### config.mk
export PLATFORM = sky130hd
export DESIGN_NAME = mips_multicycle_control
export DESIGN_NICKNAME = d
export VERILOG_FILES = /design/src/rtl/mips_multicycle_control_pkg.sv /design/src/rtl/mips_multicycle_control_alu_decoder.sv /design/src/rtl/mips_multicycle_control.sv
export SDC_FILE = /design/constraint.sdc
export NUM_CORES = 1
export LEC_CHECK = 0
export ABC_AREA = 1
export CAP_MARGIN = 25
export CORE_MARGIN = 4
export CORE_UTILIZATION = 48
export DETAILED_ROUTE_END_ITERATION = 12
export PLACE_DENSITY_LB_ADDON = 0.25
export SYNTH_ARGS = -nofsm -noshare
export SYNTH_HDL_FRONTEND = slang
export SYNTH_SLANG_ARGS = --single-unit
### constraint.sdc
create_clock -name clk -period 1.7 [get_ports clk]
set_input_delay 0.17 -clock clk [delete_from_list [all_inputs] [get_ports clk]]
set_output_delay 0.17 -clock clk [all_outputs]
set_load 0.01 [all_outputs]
### src/rtl/mips_multicycle_control_pkg.sv
// Shared encodings for the multicycle MIPS control unit: states, opcodes,
// funct codes, aluop and datapath mux selects.
package mips_multicycle_control_pkg;

  typedef enum logic [3:0] {
    S_FETCH    = 4'd0,
    S_DECODE   = 4'd1,
    S_MEMADR   = 4'd2,
    S_MEMREAD  = 4'd3,
    S_MEMWB    = 4'd4,
    S_MEMWRITE = 4'd5,
    S_EXECUTE  = 4'd6,
    S_ALUWB    = 4'd7,
    S_BRANCH   = 4'd8,
    S_ADDIEXEC = 4'd9,
    S_ADDIWB   = 4'd10,
    S_JUMP     = 4'd11
  } state_t;

  localparam logic [5:0] OP_RTYPE = 6'b000000;
  localparam logic [5:0] OP_J     = 6'b000010;
  localparam logic [5:0] OP_BEQ   = 6'b000100;
  localparam logic [5:0] OP_ADDI  = 6'b001000;
  localparam logic [5:0] OP_LW    = 6'b100011;
  localparam logic [5:0] OP_SW    = 6'b101011;

  localparam logic [5:0] FN_ADD = 6'b100000;
  localparam logic [5:0] FN_SUB = 6'b100010;
  localparam logic [5:0] FN_AND = 6'b100100;
  localparam logic [5:0] FN_OR  = 6'b100101;
  localparam logic [5:0] FN_SLT = 6'b101010;

  localparam logic [1:0] ALUOP_ADD   = 2'b00;
  localparam logic [1:0] ALUOP_SUB   = 2'b01;
  localparam logic [1:0] ALUOP_FUNCT = 2'b10;

  localparam logic [2:0] ALU_AND = 3'b000;
  localparam logic [2:0] ALU_OR  = 3'b001;
  localparam logic [2:0] ALU_ADD = 3'b010;
  localparam logic [2:0] ALU_SUB = 3'b110;
  localparam logic [2:0] ALU_SLT = 3'b111;

  localparam logic [1:0] SRCB_REGB  = 2'b00;
  localparam logic [1:0] SRCB_FOUR  = 2'b01;
  localparam logic [1:0] SRCB_IMM   = 2'b10;
  localparam logic [1:0] SRCB_IMMSH = 2'b11;

  localparam logic [1:0] PCSRC_ALU    = 2'b00;
  localparam logic [1:0] PCSRC_ALUOUT = 2'b01;
  localparam logic [1:0] PCSRC_JUMP   = 2'b10;

  // States whose next edge always retires the instruction into FETCH.
  function automatic logic is_final(input state_t s);
    return (s == S_MEMWB) || (s == S_MEMWRITE) || (s == S_ALUWB) ||
           (s == S_BRANCH) || (s == S_ADDIWB) || (s == S_JUMP);
  endfunction

endpackage

### src/rtl/mips_multicycle_control_alu_decoder.sv
// Combinational ALU decoder: (aluop, funct) -> ALU F encoding.
module alu_decoder
  import mips_multicycle_control_pkg::*;
(
  input  logic [1:0] aluop,
  input  logic [5:0] funct,
  output logic [2:0] alucontrol
);

  always_comb begin
    alucontrol = ALU_ADD;
    case (aluop)
      ALUOP_SUB: alucontrol = ALU_SUB;
      ALUOP_FUNCT: begin
        case (funct)
          FN_SUB:  alucontrol = ALU_SUB;
          FN_AND:  alucontrol = ALU_AND;
          FN_OR:   alucontrol = ALU_OR;
          FN_SLT:  alucontrol = ALU_SLT;
          default: alucontrol = ALU_ADD;
        endcase
      end
      default: alucontrol = ALU_ADD;
    endcase
  end

endmodule

### src/rtl/mips_multicycle_control.sv
// Moore control FSM for the shared-memory multicycle MIPS datapath.
// state      | meaning
// FETCH(0)   | read instr into IR, PC += 4
// DECODE(1)  | read regs, precompute branch target
// MEMADR(2)  | base + signimm address for lw/sw
// MEMREAD(3) | read data memory
// MEMWB(4)   | write loaded word to rt
// MEMWRITE(5)| store regB to memory
// EXECUTE(6) | R-type ALU operation
// ALUWB(7)   | write ALU result to rd
// BRANCH(8)  | compare, take branch if zero
// ADDIEXEC(9)| regA + signimm
// ADDIWB(10) | write addi result to rt
// JUMP(11)   | load jump target into PC
module mips_multicycle_control
  import mips_multicycle_control_pkg::*;
#(
  parameter int W = 32
) (
  input  logic         clk,
  input  logic         reset,
  input  logic [5:0]   op,
  input  logic [5:0]   funct,
  input  logic         zero,
  output logic         pcen,
  output logic         pcwrite,
  output logic         branch,
  output logic         irwrite,
  output logic         regwrite,
  output logic         memwrite,
  output logic         iord,
  output logic         regdst,
  output logic         memtoreg,
  output logic         alusrca,
  output logic [1:0]   alusrcb,
  output logic [1:0]   pcsrc,
  output logic [2:0]   alucontrol,
  output logic [3:0]   state,
  output logic [W-1:0] instret
);

  state_t     state_q, state_d;
  logic [1:0] aluop;
  logic       pcwrite_s, branch_s, irwrite_s, regwrite_s, memwrite_s;

  always_ff @(posedge clk) begin
    if (reset) begin
      state_q <= S_FETCH;
      instret <= '0;
    end else begin
      state_q <= state_d;
      if (is_final(state_q)) instret <= instret + W'(1);
    end
  end

  always_comb begin
    state_d    = S_FETCH;
    pcwrite_s  = 1'b0;
    branch_s   = 1'b0;
    irwrite_s  = 1'b0;
    regwrite_s = 1'b0;
    memwrite_s = 1'b0;
    iord       = 1'b0;
    regdst     = 1'b0;
    memtoreg   = 1'b0;
    alusrca    = 1'b0;
    alusrcb    = SRCB_REGB;
    pcsrc      = PCSRC_ALU;
    aluop      = ALUOP_ADD;
    case (state_q)
      S_FETCH: begin
        irwrite_s = 1'b1;
        pcwrite_s = 1'b1;
        alusrcb   = SRCB_FOUR;
        state_d   = S_DECODE;
      end
      S_DECODE: begin
        alusrcb = SRCB_IMMSH;
        case (op)
          OP_LW, OP_SW: state_d = S_MEMADR;
          OP_RTYPE:     state_d = S_EXECUTE;
          OP_BEQ:       state_d = S_BRANCH;
          OP_ADDI:      state_d = S_ADDIEXEC;
          OP_J:         state_d = S_JUMP;
          default:      state_d = S_FETCH;
        endcase
      end
      S_MEMADR: begin
        alusrca = 1'b1;
        alusrcb = SRCB_IMM;
        state_d = (op == OP_SW) ? S_MEMWRITE : S_MEMREAD;
      end
      S_MEMREAD: begin
        iord    = 1'b1;
        state_d = S_MEMWB;
      end
      S_MEMWB: begin
        memtoreg   = 1'b1;
        regwrite_s = 1'b1;
      end
      S_MEMWRITE: begin
        iord       = 1'b1;
        memwrite_s = 1'b1;
      end
      S_EXECUTE: begin
        alusrca = 1'b1;
        aluop   = ALUOP_FUNCT;
        state_d = S_ALUWB;
      end
      S_ALUWB: begin
        regdst     = 1'b1;
        regwrite_s = 1'b1;
      end
      S_BRANCH: begin
        alusrca  = 1'b1;
        aluop    = ALUOP_SUB;
        pcsrc    = PCSRC_ALUOUT;
        branch_s = 1'b1;
      end
      S_ADDIEXEC: begin
        alusrca = 1'b1;
        alusrcb = SRCB_IMM;
        state_d = S_ADDIWB;
      end
      S_ADDIWB: regwrite_s = 1'b1;
      S_JUMP: begin
        pcsrc     = PCSRC_JUMP;
        pcwrite_s = 1'b1;
      end
      default: state_d = S_FETCH;
    endcase
  end

  alu_decoder u_alu_decoder (
    .aluop      (aluop),
    .funct      (funct),
    .alucontrol (alucontrol)
  );

  // Write enables are suppressed while reset is held so nothing is corrupted.
  assign pcwrite  = pcwrite_s  & ~reset;
  assign branch   = branch_s   & ~reset;
  assign irwrite  = irwrite_s  & ~reset;
  assign regwrite = regwrite_s & ~reset;
  assign memwrite = memwrite_s & ~reset;
  assign pcen     = pcwrite | (branch & zero);
  assign state    = state_q;

endmodule

==> results by group, run 1 <==
Global routing
  – Vias in the first global route: between 2,000 and 3,000
  – Largest net degree at the start of global routing: 27
  – First-pass GRT wire length: about 12 mm
  – Overflow after GRT: 0
  – GRT Total Usage: a little under a quarter
  – Initial antenna violation count: 0

Yosys
  – Mux cell area share after synthesis: 0%
  – EDFF count, synth: 0
  – Largest family of logic cells by synthesized area: simple AND/OR/NAND/NOR gates
  – Syn Area/Cell: roughly 6.1 um2
  – Post-Synth Simple-Gate Area: approximately half
  – Synth area leader: dfxtp_1
  – Syn Std Cell Area: around 2400 um2
  – Synth Area in XOR/XNOR: 0%
  – Warnings, synthesis: 0
  – Adder-Cell Fraction of Synth Area: about 1.5%
  – Most common flop cell mapped by yosys: dfxtp_1
  – Syn nets: approximately 420
  – Largest cells by area after synthesis: dfxtp_1, nand2_1, nor2_1
  – Most frequent cell after synthesis: nand2_1
  – Top post-synthesis cells by count: nand2_1, nor2_1, inv_1, dfxtp_1, nand3_1
  – Synth top area share: between 20% and 30%
  – Distinct cells, synth: 34
  – Post-synth ARST share: 0%
  – FF+latch count, synth: 36
  – Sequential fraction of the synthesis area: between 20% and 30%
  – Post-synthesis compound-gate area fraction: under 10%
  – Synthesized instance count: 401

Detailed routing
  – DRC: 0
  – Post-route ant nets: 0
  – WL final: 7.23 mm
  – Vias per std cell: 5.13
  – First drt pass iteration count: 4
  – DRT iter0 DRCs: 140
  – WL/cell: about 13 um
  – Via count: a little under 3,000

Setup path
  – Startpoint Class: register
  – FF-to-FF End: instret[18]
  – Crit path arrival time: ~1600 ps
  – Worst R2R Setup Slack: about 190 ps
  – Setup crit end kind: primary output
  – Crit path kind: register to primary output
  – Critical path peak fanout: 2
  – Critical Path RT: 1530 ps
  – Worst r2r src: state[3]
  – Worst r2r path cells: 12

Floorplanning
  – Die width: 79.2 um
  – Die area: between 6000 and 7000 um2
  – Starting density of the core: between 50% and 60%
  – CORE AREA: between 4000 and 5000 um2
  – # rows: 25
  – Io pins: 68
  – Die height: ~80 um

Layout
  – Share of cells above drive strength 1: 21.2%
  – Util after Layout: about 73%
  – Final #Nets: 516
  – Final Cell Area: between 3000 and 4000 um2
  – Ant. Diodes: 0
  – Area delta synth->final: 44.5%

Clocking
  – H-tree levels: 2
  – # clock sinks: 36
  – Num CTS Buffers: 5
  – Bufs on Longest Clock Path: 2
  – CTS root buf: clkbuf_8
  – Clk Latency, worst-skew pair: 290 ps
  – CTS clock-pin slew for the worst setup and hold paths: 80 ps
  – CTS tree: yes

Timing
  – Crit path time final: 1770 ps
  – Fmax: between 500 and 600 MHz
  – Fin crit share: 104%
  – Measured slew at the worst slew-check pin: 367 ps
  – Final Hold Fails: 0
  – Final Skew: about 8.3 ps
  – Endpoints failing setup: 3
  – RSZ-0062 raised after global routing: true
  – Setup ws final: -73.9 ps
  – Slew HR: between 70% and 80%
  – Final Max Slew Viols: 0

Place
  – Port bufs: 67
  – Hpwl dp: ~5.5 mm
  – DP Area: 3370 um2
  – Gpl congestion: 0.918

Power and ir drop
  – P_leak: roughly 1.4 nW
  – Power Density: around 480 nW/um2
  – Worst vdd ir: between 300 and 400 uV

Run status
  – Failing checks: setup timing
  – Outcome: finished with violations

Hold path
  – HP Class: register to register
  – Hold Startpoint: instret[8]
  – Hold endpoint: instret[8]
  – Worst hold path cell count: 2

Flow run
  – Max Cap Viol: 0
sequential cells by signal (all words and copies together) (netlist names):
name,count
instret,32
state,4
layout make-up:
cell class                      count  area (um2)
Tap cell                           67        83.8
Fill cell                         424        1300
Clock inverter                      1        7.51
Sequential cell                    36         727
Inverter                           58         225
Multi-Input combinational cell    301        1550
Clock buffer                        7        86.3
Timing Repair Buffer               96         833
routing by layer:
metal / track usage (%) / routed length [um] / up-vias
met5: 0 / 0 / -
met1: 28.8 / 3090 / 1349
met3: 3.97 / 352 / 14
met2: 41.4 / 3650 / 78
li1: - / - / 1463
met4: 8.08 / 132 / 0
metrics by stage:
step                setup TNS, ps  cells  power (mW)  setup slack (ps)  hold WS, ps
finish                       -190    566        1.69             -73.9          500
global route                 -419    566        1.74              -145          537
CTS                          -139    566        1.69             -72.9          498
detailed placement          -1340    556        1.05              -370          487
global placement             -792    556        1.05              -277          485
floorplan                       0    401       0.949              1.70          240
worst max-delay path by stage:
stage	startpoint	end	slack, ps
3_3_place_gp	state[3]	alucontrol[2]	-280
5_1_grt	state[0]	alucontrol[2]	-140
3_5_place_dp	state[3]	alucontrol[2]	-370
4_1_cts	state[3]	alucontrol[0]	-70
2_1_floorplan	state[3]	alucontrol[2]	2
6_report	state[3]	alucontrol[0]	-70
worst max-delay path, cell delays in order, from the launching register on:
cell and delay (ps):
dfxtp_2 340, inv_2 80, nand2_2 80, nor2_4 120
buf_4 130, ha_4 210, inv_4 70, nand2_4 50
a21oi_2 90, buf_2 140
report_power, final:
| part | internal, mW | leakage (nW) | switching [mW] |
|---|---|---|---|
| registers | 0.847 | 0.292 | 0.00389 |
| clock network | 0.330 | 0.0445 | 0.324 |
| logic | 0.0853 | 1.11 | 0.0984 |
| total | 1.26 | 1.44 | 0.426 |
cell usage in the layout (no fill, tap or decap), drive strengths merged, types with 2 or more instances in the layout:
cell | Yosys | routed
clkbuf | 3 | 9
o21ai | 11 | 11
nor2 | 101 | 101
nand4 | 11 | 11
clkdlybuf4s15 | 0 | 2
a31oi | 3 | 3
buf | 3 | 37
a21oi | 19 | 19
ha | 3 | 3
nand3 | 34 | 34
inv | 57 | 57
clkdlybuf4s50 | 0 | 50
nand2 | 105 | 105
dfxtp | 36 | 36
dlygate4sd2 | 0 | 5
nor3 | 6 | 6
what timing repair did:
item	in CTS	in global routing
hold buffers	0	0
setup buffers	2	0
resized for setup	59	24
endpoints found under the setup margin	17	24
pin swaps	3	5
gates cloned	0	0
cell families (layout without fill, tap and decap cells):
family,count (synthesis),after routing
AO/OA/AOI/OAI,38,38
buffers and inverters,64,162
AND/OR/NAND/NOR,260,260
flip-flops,36,36
adder cells (fa/ha/maj),3,3
Power figures use the tool's default switching activity.
==> run 2, diff against run 1 <==
CTS_CLUSTER_SIZE = 10   (was unset)
==> results of run 2 <==
Final layout, timing and power as in run 1 (identical DEF).
